[config.mk]
export PLATFORM = sky130hd
export DESIGN_NAME = sram_fifo_flat
export DESIGN_NICKNAME = d
export VERILOG_FILES = /design/src/rtl/sram_fifo_pkg.sv /design/src/rtl/sram_fifo_if.sv /design/src/rtl/sram_fifo_skid2.sv /design/src/rtl/sram_fifo_sram.sv /design/src/rtl/sram_fifo.sv /design/src/flat_wrapper.sv
export SDC_FILE = /design/constraint.sdc
export NUM_CORES = 1
export LEC_CHECK = 0
export ABC_AREA = 1
export ABC_CLOCK_PERIOD_IN_PS = 3700
export BUFFER_PORTS_ARGS = -buffer_cell sky130_fd_sc_hd__buf_2
export CAP_MARGIN = 25
export CORE_ASPECT_RATIO = 1.4
export CORE_MARGIN = 2
export CORE_UTILIZATION = 58
export CTS_BUF_LIST = sky130_fd_sc_hd__clkbuf_4
export DETAILED_ROUTE_END_ITERATION = 7
export PLACE_DENSITY = 0.74
export SLEW_MARGIN = 0
export SYNTH_ARGS = -nofsm -noshare
export SYNTH_HDL_FRONTEND = slang
export SYNTH_SLANG_ARGS = --single-unit
[constraint.sdc]
create_clock -name i_clk -period 3.7 [get_ports i_clk]
set_input_delay 0 -clock i_clk [delete_from_list [all_inputs] [get_ports i_clk]]
set_output_delay 0 -clock i_clk [all_outputs]
set_load 0.02 [all_outputs]
[src/rtl/sram_fifo_pkg.sv]
// -----------------------------------------------------------------------------
// sram_fifo_pkg
//   Shared definitions for the SRAM-backed FIFO slice.
//   - con_rw_e    : read/write collision behaviour of the two-port SRAM model
//   - count_width : occupancy counter width for a given SRAM depth
//                   (SRAM words + one in-flight read + two skid entries)
// -----------------------------------------------------------------------------
package sram_fifo_pkg;

   typedef enum logic [1:0] {
      CON_RW_UNDEF       = 2'd0,
      CON_RW_WRITE_FIRST = 2'd1,
      CON_RW_READ_FIRST  = 2'd2
   } con_rw_e;

   function automatic int count_width(input int ndata);
      return $clog2(ndata + 3);
   endfunction

endpackage

[src/rtl/sram_fifo_if.sv]
// -----------------------------------------------------------------------------
// sram_fifo_if
//   Stream bundle around the FIFO: upstream (src) rdy/ack/data, downstream
//   (dst) rdy/ack/data and the occupancy count.
//   slave  : the FIFO side (accepts src, presents dst)
//   master : the environment side (drives src, consumes dst)
// -----------------------------------------------------------------------------
interface sram_fifo_if
   import sram_fifo_pkg::*;
#(
   parameter int BW    = 8,
   parameter int NDATA = 16
);
   localparam int CW = count_width(NDATA);

   logic          src_rdy;
   logic          src_ack;
   logic [BW-1:0] src_data;
   logic          dst_rdy;
   logic          dst_ack;
   logic [BW-1:0] dst_data;
   logic [CW-1:0] count;

   modport slave (
      input  src_rdy, src_data, dst_ack,
      output src_ack, dst_rdy, dst_data, count
   );

   modport master (
      output src_rdy, src_data, dst_ack,
      input  src_ack, dst_rdy, dst_data, count
   );

endinterface

[src/rtl/sram_fifo_skid2.sv]
// -----------------------------------------------------------------------------
// fifo_skid2
//   Two-entry output buffer for SRAM-backed stages. Captures read data the
//   cycle it returns from the SRAM and presents the oldest entry at o_head.
//   Ports: i_clk, i_rst (async, active-low); i_load/i_load_data capture;
//          i_pop removes the head; o_cnt entries held (0..2); o_head oldest.
//   The producer must never load into a full buffer unless it also pops.
// -----------------------------------------------------------------------------
module fifo_skid2 #(
   parameter int BW = 8
)
(
   input  logic          i_clk,
   input  logic          i_rst,
   input  logic          i_load,
   input  logic [BW-1:0] i_load_data,
   input  logic          i_pop,
   output logic [1:0]    o_cnt,
   output logic [BW-1:0] o_head
);
   logic [BW-1:0] entry_q [2];
   logic [BW-1:0] entry_d [2];
   logic [1:0]    cnt_q;
   logic [1:0]    cnt_d;
   logic [1:0]    slot;

   always_comb begin
      entry_d[0] = entry_q[0];
      entry_d[1] = entry_q[1];
      cnt_d      = cnt_q + {1'b0, i_load} - {1'b0, i_pop};
      // After an optional shift, the new word lands just behind the survivors.
      slot       = cnt_q - {1'b0, i_pop};
      if (i_pop) begin
         entry_d[0] = entry_q[1];
      end
      if (i_load) begin
         if (slot == 2'd0) begin
            entry_d[0] = i_load_data;
         end else begin
            entry_d[1] = i_load_data;
         end
      end
   end

   for (genvar gi = 0; gi < 2; gi++) begin : g_entry
      always_ff @(posedge i_clk or negedge i_rst) begin
         if (!i_rst) begin
            entry_q[gi] <= '0;
         end else begin
            entry_q[gi] <= entry_d[gi];
         end
      end
   end

   always_ff @(posedge i_clk or negedge i_rst) begin
      if (!i_rst) begin
         cnt_q <= 2'd0;
      end else begin
         cnt_q <= cnt_d;
      end
   end

   assign o_cnt  = cnt_q;
   assign o_head = entry_q[0];

   cnt_range_a: assert property (@(posedge i_clk) disable iff (!i_rst)
      cnt_q <= 2'd2);
   no_overflow_a: assert property (@(posedge i_clk) disable iff (!i_rst)
      !(i_load && !i_pop && (cnt_q == 2'd2)));

endmodule

[src/rtl/sram_fifo_sram.sv]
// -----------------------------------------------------------------------------
// SRAMTwoPort
//   Behavioural model of the two-port SRAM macro: one write port, one read
//   port, registered read data (1-cycle latency).
//   Ports: i_clk; i_we/i_waddr/i_wdata write port; i_re/i_raddr read request;
//          o_rdata valid the cycle after i_re.
//   CON_RW selects what a same-address read returns while that address is
//   being written; UNDEF returns X so any client relying on it shows up.
// -----------------------------------------------------------------------------
module SRAMTwoPort
   import sram_fifo_pkg::*;
#(
   parameter int      BW     = 8,
   parameter int      NDATA  = 16,
   parameter con_rw_e CON_RW = CON_RW_UNDEF
)
(
   input  logic                     i_clk,
   input  logic                     i_we,
   input  logic [$clog2(NDATA)-1:0] i_waddr,
   input  logic [BW-1:0]            i_wdata,
   input  logic                     i_re,
   input  logic [$clog2(NDATA)-1:0] i_raddr,
   output logic [BW-1:0]            o_rdata
);
   logic [BW-1:0] mem [NDATA];
   logic [BW-1:0] rdata_q;

   always_ff @(posedge i_clk) begin
      if (i_we) begin
         mem[i_waddr] <= i_wdata;
      end
      if (i_re) begin
         if (i_we && (i_waddr == i_raddr)) begin
            case (CON_RW)
               CON_RW_WRITE_FIRST: rdata_q <= i_wdata;
               CON_RW_READ_FIRST:  rdata_q <= mem[i_raddr];
               default:            rdata_q <= 'x;
            endcase
         end else begin
            rdata_q <= mem[i_raddr];
         end
      end
   end

   assign o_rdata = rdata_q;

endmodule

[src/rtl/sram_fifo.sv]
// -----------------------------------------------------------------------------
// sram_fifo
//   Synchronous FIFO using one two-port SRAM as storage plus a 2-entry output
//   skid that hides the SRAM's registered read latency. Capacity NDATA+2.
//   Ports: i_clk; i_rst (async, active-low);
//          bus (sram_fifo_if.slave): src rdy/ack/data in, dst rdy/ack/data
//          out, count = SRAM words + in-flight read + skid entries.
//   Reads are issued only when the skid is guaranteed room for the returning
//   word, and a read never targets the address being written, so the SRAM's
//   collision behaviour is never exercised.
// -----------------------------------------------------------------------------
module sram_fifo
   import sram_fifo_pkg::*;
#(
   parameter int BW    = 8,
   parameter int NDATA = 16
)
(
   input  logic        i_clk,
   input  logic        i_rst,
   sram_fifo_if.slave  bus
);
   localparam int CLOG2_NDATA = $clog2(NDATA);
   localparam int CW          = count_width(NDATA);

   logic [CLOG2_NDATA-1:0] waddr_q, waddr_d;
   logic [CLOG2_NDATA-1:0] raddr_q, raddr_d;
   logic [CW-1:0]          sram_cnt_q, sram_cnt_d;
   logic [CW-1:0]          count_q, count_d;
   logic                   inflight_q, inflight_d;

   logic                   src_ack;
   logic                   push;
   logic                   pop;
   logic                   issue;
   logic [2:0]             skid_occ;
   logic [1:0]             skid_cnt;
   logic [BW-1:0]          skid_head;
   logic [BW-1:0]          sram_rdata;

   always_comb begin
      // Full only looks at the SRAM; a same-cycle pop does not open a slot.
      src_ack    = (sram_cnt_q < CW'(NDATA));
      push       = bus.src_rdy && src_ack;
      pop        = (skid_cnt != 2'd0) && bus.dst_ack;
      // Skid entries still committed after this edge, counting the read in flight.
      skid_occ   = {1'b0, skid_cnt} + {2'b00, inflight_q} - {2'b00, pop};
      issue      = (sram_cnt_q != '0) && (skid_occ <= 3'd1);

      waddr_d    = push  ? waddr_q + CLOG2_NDATA'(1) : waddr_q;
      raddr_d    = issue ? raddr_q + CLOG2_NDATA'(1) : raddr_q;
      sram_cnt_d = sram_cnt_q + CW'(push) - CW'(issue);
      count_d    = count_q + CW'(push) - CW'(pop);
      inflight_d = issue;
   end

   always_ff @(posedge i_clk or negedge i_rst) begin
      if (!i_rst) begin
         waddr_q    <= '0;
         raddr_q    <= '0;
         sram_cnt_q <= '0;
         count_q    <= '0;
         inflight_q <= 1'b0;
      end else begin
         waddr_q    <= waddr_d;
         raddr_q    <= raddr_d;
         sram_cnt_q <= sram_cnt_d;
         count_q    <= count_d;
         inflight_q <= inflight_d;
      end
   end

   SRAMTwoPort #(
      .BW     (BW),
      .NDATA  (NDATA),
      .CON_RW (CON_RW_UNDEF)
   ) u_sram (
      .i_clk   (i_clk),
      .i_we    (push),
      .i_waddr (waddr_q),
      .i_wdata (bus.src_data),
      .i_re    (issue),
      .i_raddr (raddr_q),
      .o_rdata (sram_rdata)
   );

   fifo_skid2 #(
      .BW (BW)
   ) u_skid (
      .i_clk       (i_clk),
      .i_rst       (i_rst),
      .i_load      (inflight_q),
      .i_load_data (sram_rdata),
      .i_pop       (pop),
      .o_cnt       (skid_cnt),
      .o_head      (skid_head)
   );

   assign bus.src_ack  = src_ack;
   assign bus.dst_rdy  = (skid_cnt != 2'd0);
   assign bus.dst_data = skid_head;
   assign bus.count    = count_q;

   // An issued slot is always occupied and a written slot always free.
   addr_safe_a: assert property (@(posedge i_clk) disable iff (!i_rst)
      !(push && issue && (waddr_q == raddr_q)));

endmodule
[src/flat_wrapper.sv]
// flat-port wrapper written by rule: the top's interface ports become plain ports
module sram_fifo_flat import sram_fifo_pkg::*;
#(
   parameter int BW    = 8,
   parameter int NDATA = 16
)
  (i_clk, i_rst, bus_src_rdy, bus_src_data, bus_dst_ack, bus_src_ack, bus_dst_rdy, bus_dst_data, bus_count);
  sram_fifo_if #(.BW(BW), .NDATA(NDATA)) bus_i ();
  input  logic i_clk;
  input  logic i_rst;
  input wire logic [$bits(bus_i.src_rdy)-1:0] bus_src_rdy;
  input wire logic [$bits(bus_i.src_data)-1:0] bus_src_data;
  input wire logic [$bits(bus_i.dst_ack)-1:0] bus_dst_ack;
  output wire logic [$bits(bus_i.src_ack)-1:0] bus_src_ack;
  output wire logic [$bits(bus_i.dst_rdy)-1:0] bus_dst_rdy;
  output wire logic [$bits(bus_i.dst_data)-1:0] bus_dst_data;
  output wire logic [$bits(bus_i.count)-1:0] bus_count;
  assign bus_i.src_rdy = bus_src_rdy;
  assign bus_i.src_data = bus_src_data;
  assign bus_i.dst_ack = bus_dst_ack;
  assign bus_src_ack = bus_i.src_ack;
  assign bus_dst_rdy = bus_i.dst_rdy;
  assign bus_dst_data = bus_i.dst_data;
  assign bus_count = bus_i.count;
  sram_fifo #(.BW(BW), .NDATA(NDATA)) u_core (.i_clk(i_clk), .i_rst(i_rst), .bus(bus_i));
endmodule
==> results of run 1 <==
worst min-delay path by stage:
stage                     start                            end  cells past startpoint
final                     i_rst  u_core.bus.count[1]$_DFF_PN0_                      2
after global placement    i_rst  u_core.bus.count[3]$_DFF_PN0_                      1
after detailed placement  i_rst  u_core.bus.count[3]$_DFF_PN0_                      1
after global routing      i_rst  u_core.bus.count[1]$_DFF_PN0_                      2
after CTS                 i_rst  u_core.bus.count[1]$_DFF_PN0_                      2
after floorplan           i_rst  u_core.bus.count[0]$_DFF_PN0_                      0
power by group:
group / internal [mW] / leakage (nW) / total [mW] / switching [mW]
sequential: 2.51 / 1.68 / 2.80 / 0.288
combinational: 0.805 / 1.84 / 2.36 / 1.56
clock: 0.412 / 0.155 / 1.08 / 0.664
sequential cells by signal (all words and copies together) (netlist names):
register and flops:
u_core.raddr_q 4, u_core.u_sram.o_rdata 8, u_core.u_skid.o_cnt 2, u_core.u_skid.entry_q 8
u_core.u_sram.mem 128, u_core.sram_cnt_q 5, u_core.inflight_q 1, u_core.bus.count 5
u_core.u_skid.o_head 8, u_core.waddr_q 4
per-layer routing:
metal	up-vias	GRT usage
li1	2481	-
met1	2288	0.265
met2	183	0.380
met3	37	0.0489
met4	0	0.0875
met5	-	0
synthesized netlist by cell type (all sizes together):
cell,n,area share
buf,31,0.028
clkbuf,3,0.0015
dfrtp,37,0.12
edfxtp,136,0.53
fa,3,0.0078
ha,16,0.026
inv,93,0.045
nand2,271,0.13
nand3,63,0.042
nand3b,2,0.0019
nand4,1,0.00081
nor2,73,0.037
o21ai,20,0.013
o22ai,1,0.00081
or2,1,0.00081
xnor2,2,0.0023
xor2,9,0.010
final cells by class:
cell class	instances	area [sq um]
multi-input cells	462	2140
flip-flops and latches	173	5010
repair buffers	44	293
inverters	93	349
well taps	178	223
fillers	1012	4630
clock buffers	17	128
diodes	1	2.50
clock inverters	15	159
cell families after synthesis:
kind of cell | share of synthesized area
AND/OR/NAND/NOR | 0.217
flip-flops | 0.649
buffers and inverters | 0.0746
AO/OA/AOI/OAI | 0.0138
adder cells (fa/ha/maj) | 0.0337
XOR/XNOR | 0.0125
per-stage QoR:
step / area [sq um] / std cells
global route: 8300 / 983
global placement: 7870 / 935
detailed placement: 7870 / 935
floorplan: 7720 / 762
CTS: 8270 / 978
finish: 8300 / 983
worst max-delay path, stage by stage (launching register included):
cell	delay [ns]
dfrtp_1	0.42
inv_2	0.08
nand2_1	0.13
nand2_4	0.07
buf_4	0.15
nand2_1	0.05
nand2_1	0.06
ha_1	0.20
fa_1	0.41
nand2_1	0.08
inv_1	0.04
nor2_1	0.13
nand2_1	0.08
nor2_2	0.11
ha_1	0.23
inv_1	0.06
ha_1	0.15
inv_1	0.06
fa_1	0.41
o21ai_0	0.17
nand2_1	0.09
nand3b_1	0.09
nand2_1	0.06
what timing repair did:
action | 4_1_cts | 5_1_grt
setup endpoints to repair | 0 | 1
hold buffers | 11 | 0
buffers inserted | 0 | 4
resized for setup | 0 | 1
hold endpoints to repair | 176 | 0
==> impl_metrics.ini, run 1 <==
[detailed_routing]
wl_per_cell_microns = 14.8
wl_met1_microns = 5640
wl_met2_microns = 7650
num_vias = 4989
wl_microns = 14500
first_pass_iters = 7
drtIter0Drc = 353
wl_met3_microns = 881
drcViolationCount = 0
routed.top_layer = met4
routed_via_density = 5.08
ant_nets = 0

[power_and_ir_drop]
power_mw = 6.23
ir_worst_vdd_mv = 0.349
power_density_mw_per_mm2 = 751
power_leakage_nw = 3.67

[setup_path]
r2r-start = u_core.u_skid.o_cnt[1]$_DFF_PN0_
start_kind = register
cp_max_fo = 5
reg2reg_setup_slack_ns = 0.29
required_ns = 4.16
endpoint = u_core.sram_cnt_q[4]$_DFF_PN0_
crit_path_end_kind = register
reg2reg_to = u_core.sram_cnt_q[4]$_DFF_PN0_
cp.arrival_ns = 3.87
worst-setup-path-type = reg2reg
crit_start = u_core.u_skid.o_cnt[1]$_DFF_PN0_
ff2ff_path_depth = 22

[placement]
dp_slack_ns = 0.286
gp_congestion = 0.874
portBuffers = 26
dp_hpwl_microns = 9760

[global_route]
grt_antenna_before_repair = 1
grt_pass1_wl_microns = 23600
grt_remaining_overflow = 0
grt_max_degree = 51
grt_pass1_vias = 4830
track_usage = 0.220

[run]
cap_viol_max_count = 0

[floorplanning]
initial_core_util = 0.597
dieArea_sq_mm = 0.0143
die_w_microns = 102
core.rowCount = 49
die_h_microns = 141
core_sq_mm = 0.0129
ios = 27

[layout]
final_common_cell = nand2_1
final_core_util = 0.642
final_cell_mix = 269 x nand2_1, 136 x edfxtp_1, 88 x inv_1
synthToLayoutAreaGrowth_pct = 7.57
layout.nets = 822
drive_above_1_share = 0.0945

[clock_network]
cts-root-buf = clkbuf_4
clk_latency_ns = 0.56
clk_pin_slew_ns = 0.14
cts_buffer_depth = 2
cts_inserted_buffers = 17
cts_tree = built
cts.htree.levels = 4
cts.sinks = 173

[yosys]
avgSynthCellArea_sq_um = 10.1
yosysUniqueCellTypes = 25
ys_warn_count = 0
synth.cell_area_sq_mm = 0.00772
synth_seq_cells = 173
syn_nets = 793
synthCells = 762
yosysSeqAreaShare = 0.649

[timing]
max_slew_margin = 0.414
fin_skew_ns = 0.0243
postLayoutSetupSlackWorst_ns = 0.290
fin_hold_ws_ns = 0.0503
fmax_ghz = 0.293
worst_pin_slew_ns = 0.880
post-route-min-period_ns = 3.41
final_hold_viol_count = 0
finalSetupTns_ns = 0
finalSetupViolCount = 0
fin_crit_sh = 0.922
slew_viol_final = 0

[hold_path]
min_path_type = in2async

[run_status]
status = completed
(Power assumes the default switching activity.)
==> inputs of run 2 (changes only) <==
- ABC_CLOCK_PERIOD_IN_PS: 3700 -> 4070
- CORE_UTILIZATION: 58 -> 60
- PLACE_DENSITY: 0.74 -> 0.73
- clock period: 3.7 -> 4.07 ns (I/O delays scaled with it)
==> impl_metrics.ini, run 2 (synthesis gave the netlist of run 1 again) <==
[power_and_ir_drop]
p_int_mw = 3.27
power_density_mw_per_mm2 = 679
p_seq_frac = 0.445
power.share.clock = 0.167
power_leakage_nw = 3.64
p_switching_mw = 2.31
swShare = 0.415
combPwrFrac = 0.388
ir_worst_vdd_mv = 0.397

[clock_network]
post_cts_buffers = 0
cts_inserted_buffers = 17
cts_buffer_depth = 2
clk_latency_ns = 0.58
cts.sinks = 173
cts.htree.levels = 4
clk_pin_slew_ns = 0.15
cts_resized = 0
cts-root-buf = clkbuf_4
cts_tree = built

[global_route]
grt_antenna_before_repair = 1
grt_remaining_overflow = 0
track_usage = 0.222
grt_pass1_wl_microns = 23200
grt_max_degree = 83
grt_pass1_vias = 4718

[placement]
dp_cells = 910
dp_hpwl_microns = 9590
gp_congestion = 0.836
portBuffers = 26

[hold_path]
min_path_type = in2async

[layout]
synthToLayoutAreaGrowth_pct = 6.50
stdcell_count = 954
final_cell_mix = 269 x nand2_1, 136 x edfxtp_1, 88 x inv_1
layout.nets = 818
largest_reg_flops = 128
final_common_cell = nand2_1
drive_above_1_share = 0.0900
fillerInstances = 1018
regMostFlops = u_core.u_sram.mem

[timing]
post-route-min-period_ns = 3.43
fmax_ghz = 0.292
fin_crit_sh = 0.842
max_slew_margin = 0.428
worst_pin_slew_ns = 0.855
finalSetupViolCount = 0
slew_viol_final = 0
fin_skew_ns = 0.0208
rsz0062_at_grt = no
finalSetupTns_ns = 0
final_hold_viol_count = 0

[detailed_routing]
first_pass_iters = 5
routed_via_density = 5.14
drtIter0Drc = 346
wl_per_cell_microns = 15.1
drcViolationCount = 0
wl_microns = 14400
num_vias = 4900
ant_nets = 0

[setup_path]
reg2reg_to = u_core.sram_cnt_q[4]$_DFF_PN0_
reg2reg_setup_slack_ns = 0.64
ff2ff_path_depth = 21
crit_start = u_core.u_skid.o_cnt[1]$_DFF_PN0_
crit_path_end_kind = register
endpoint = u_core.sram_cnt_q[4]$_DFF_PN0_
cp_max_fo = 13
cp.arrival_ns = 3.92
required_ns = 4.56
worst-setup-path-type = reg2reg
r2r-start = u_core.u_skid.o_cnt[1]$_DFF_PN0_
start_kind = register

[run]
cap_viol_max_count = 0

[run_status]
status = completed

[floorplanning]
initial_core_util = 0.608
dieArea_sq_mm = 0.0138
core_sq_mm = 0.0127
ios = 27
die_w_microns = 99.9
core.rowCount = 49
die_h_microns = 138
## run 2: changes by cell type in the layout (fill, tap and decap cells not counted)
cell / before / now
buf_4: 7 / 3
bufinv_16: 2 / 0
clkinv_1: 2 / 0
clkinv_4: 3 / 1
clkinv_8: 0 / 1
clkinvlp_4: 0 / 1
inv_8: 1 / 5
nor2_1: 70 / 71
nor2_2: 1 / 0
or2_1: 0 / 1
or2_4: 1 / 0
## run 2: how the worst min path moves through the flow
stage	start	to	slack [ns]	cells after the start
2_1_floorplan	i_rst	u_core.bus.count[0]$_DFF_PN0_	-0.30	0
3_3_place_gp	i_rst	u_core.bus.count[3]$_DFF_PN0_	0.13	1
3_5_place_dp	i_rst	u_core.bus.count[3]$_DFF_PN0_	0.14	1
4_1_cts	i_rst	u_core.bus.count[2]$_DFF_PN0_	0.04	2
5_1_grt	i_rst	u_core.u_skid.entry_q[3]$_DFFE_PN0P_	0.07	2
6_report	i_rst	u_core.bus.count[2]$_DFF_PN0_	0.03	2
## run 2: power groups by stage
| stage | clock, mW | sequential, mW | combinational (mW) |
|---|---|---|---|
| after floorplan | 0 | 2.48 | 1.73 |
| after global placement | 0 | 2.51 | 2.07 |
| after detailed placement | 0 | 2.52 | 2.17 |
| after CTS | 0.950 | 2.48 | 2.18 |
| after global routing | 1.03 | 2.52 | 2.50 |
| final | 0.935 | 2.48 | 2.17 |
## run 2: worst max-delay path, stage by stage (launching register included)
cell and delay (ns):
dfrtp_1 0.43, inv_2 0.09, nand2_1 0.10, nand2_4 0.16, or2_1 0.16, nand2_1 0.07
ha_1 0.19, fa_1 0.38, nand2_1 0.08, inv_1 0.04, nor2_1 0.12, nand2_1 0.07
nor2_1 0.14, ha_1 0.25, inv_1 0.06, ha_1 0.15, inv_1 0.06, fa_1 0.40
o21ai_0 0.17, nand2_1 0.09, nand3b_1 0.09, nand2_1 0.06
## run 2: final cells by class
type	instances	area, sq um	area share
Clock inverter	15	143	0.0173
Clock buffer	17	128	0.0155
Multi-Input combinational cell	462	2130	0.260
Sequential cell	173	5010	0.609
Tap cell	153	191	0.0233
Timing Repair Buffer	40	263	0.0320
Antenna cell	1	2.50	0.000304
Inverter	93	349	0.0425
## run 2: repair_timing
item,CTS,global route
endpoints found under the setup margin,0,0
hold buffers,11,0
endpoints found under the hold margin,176,0
## run 2: metal layers
layer / GRT usage / share of wire / vias up
met5: 0 / 0 / -
met4: 0.0829 / 0.025 / 0
met3: 0.0404 / 0.040 / 23
met2: 0.379 / 0.52 / 125
met1: 0.282 / 0.41 / 2281
li1: - / - / 2471
## run 2: metrics by stage
step	power (mW)	setup slack (ns)	hold slack [ns]	area, sq um	util
CTS	5.62	0.610	0.0424	8220	0.648
finish	5.58	0.644	0.0324	8220	0.648
detailed placement	4.69	0.620	0.141	7840	0.618
global placement	4.58	0.773	0.134	7840	0.618
floorplan	4.21	0.281	-0.296	7720	-
global route	6.04	0.209	0.0700	8220	0.648
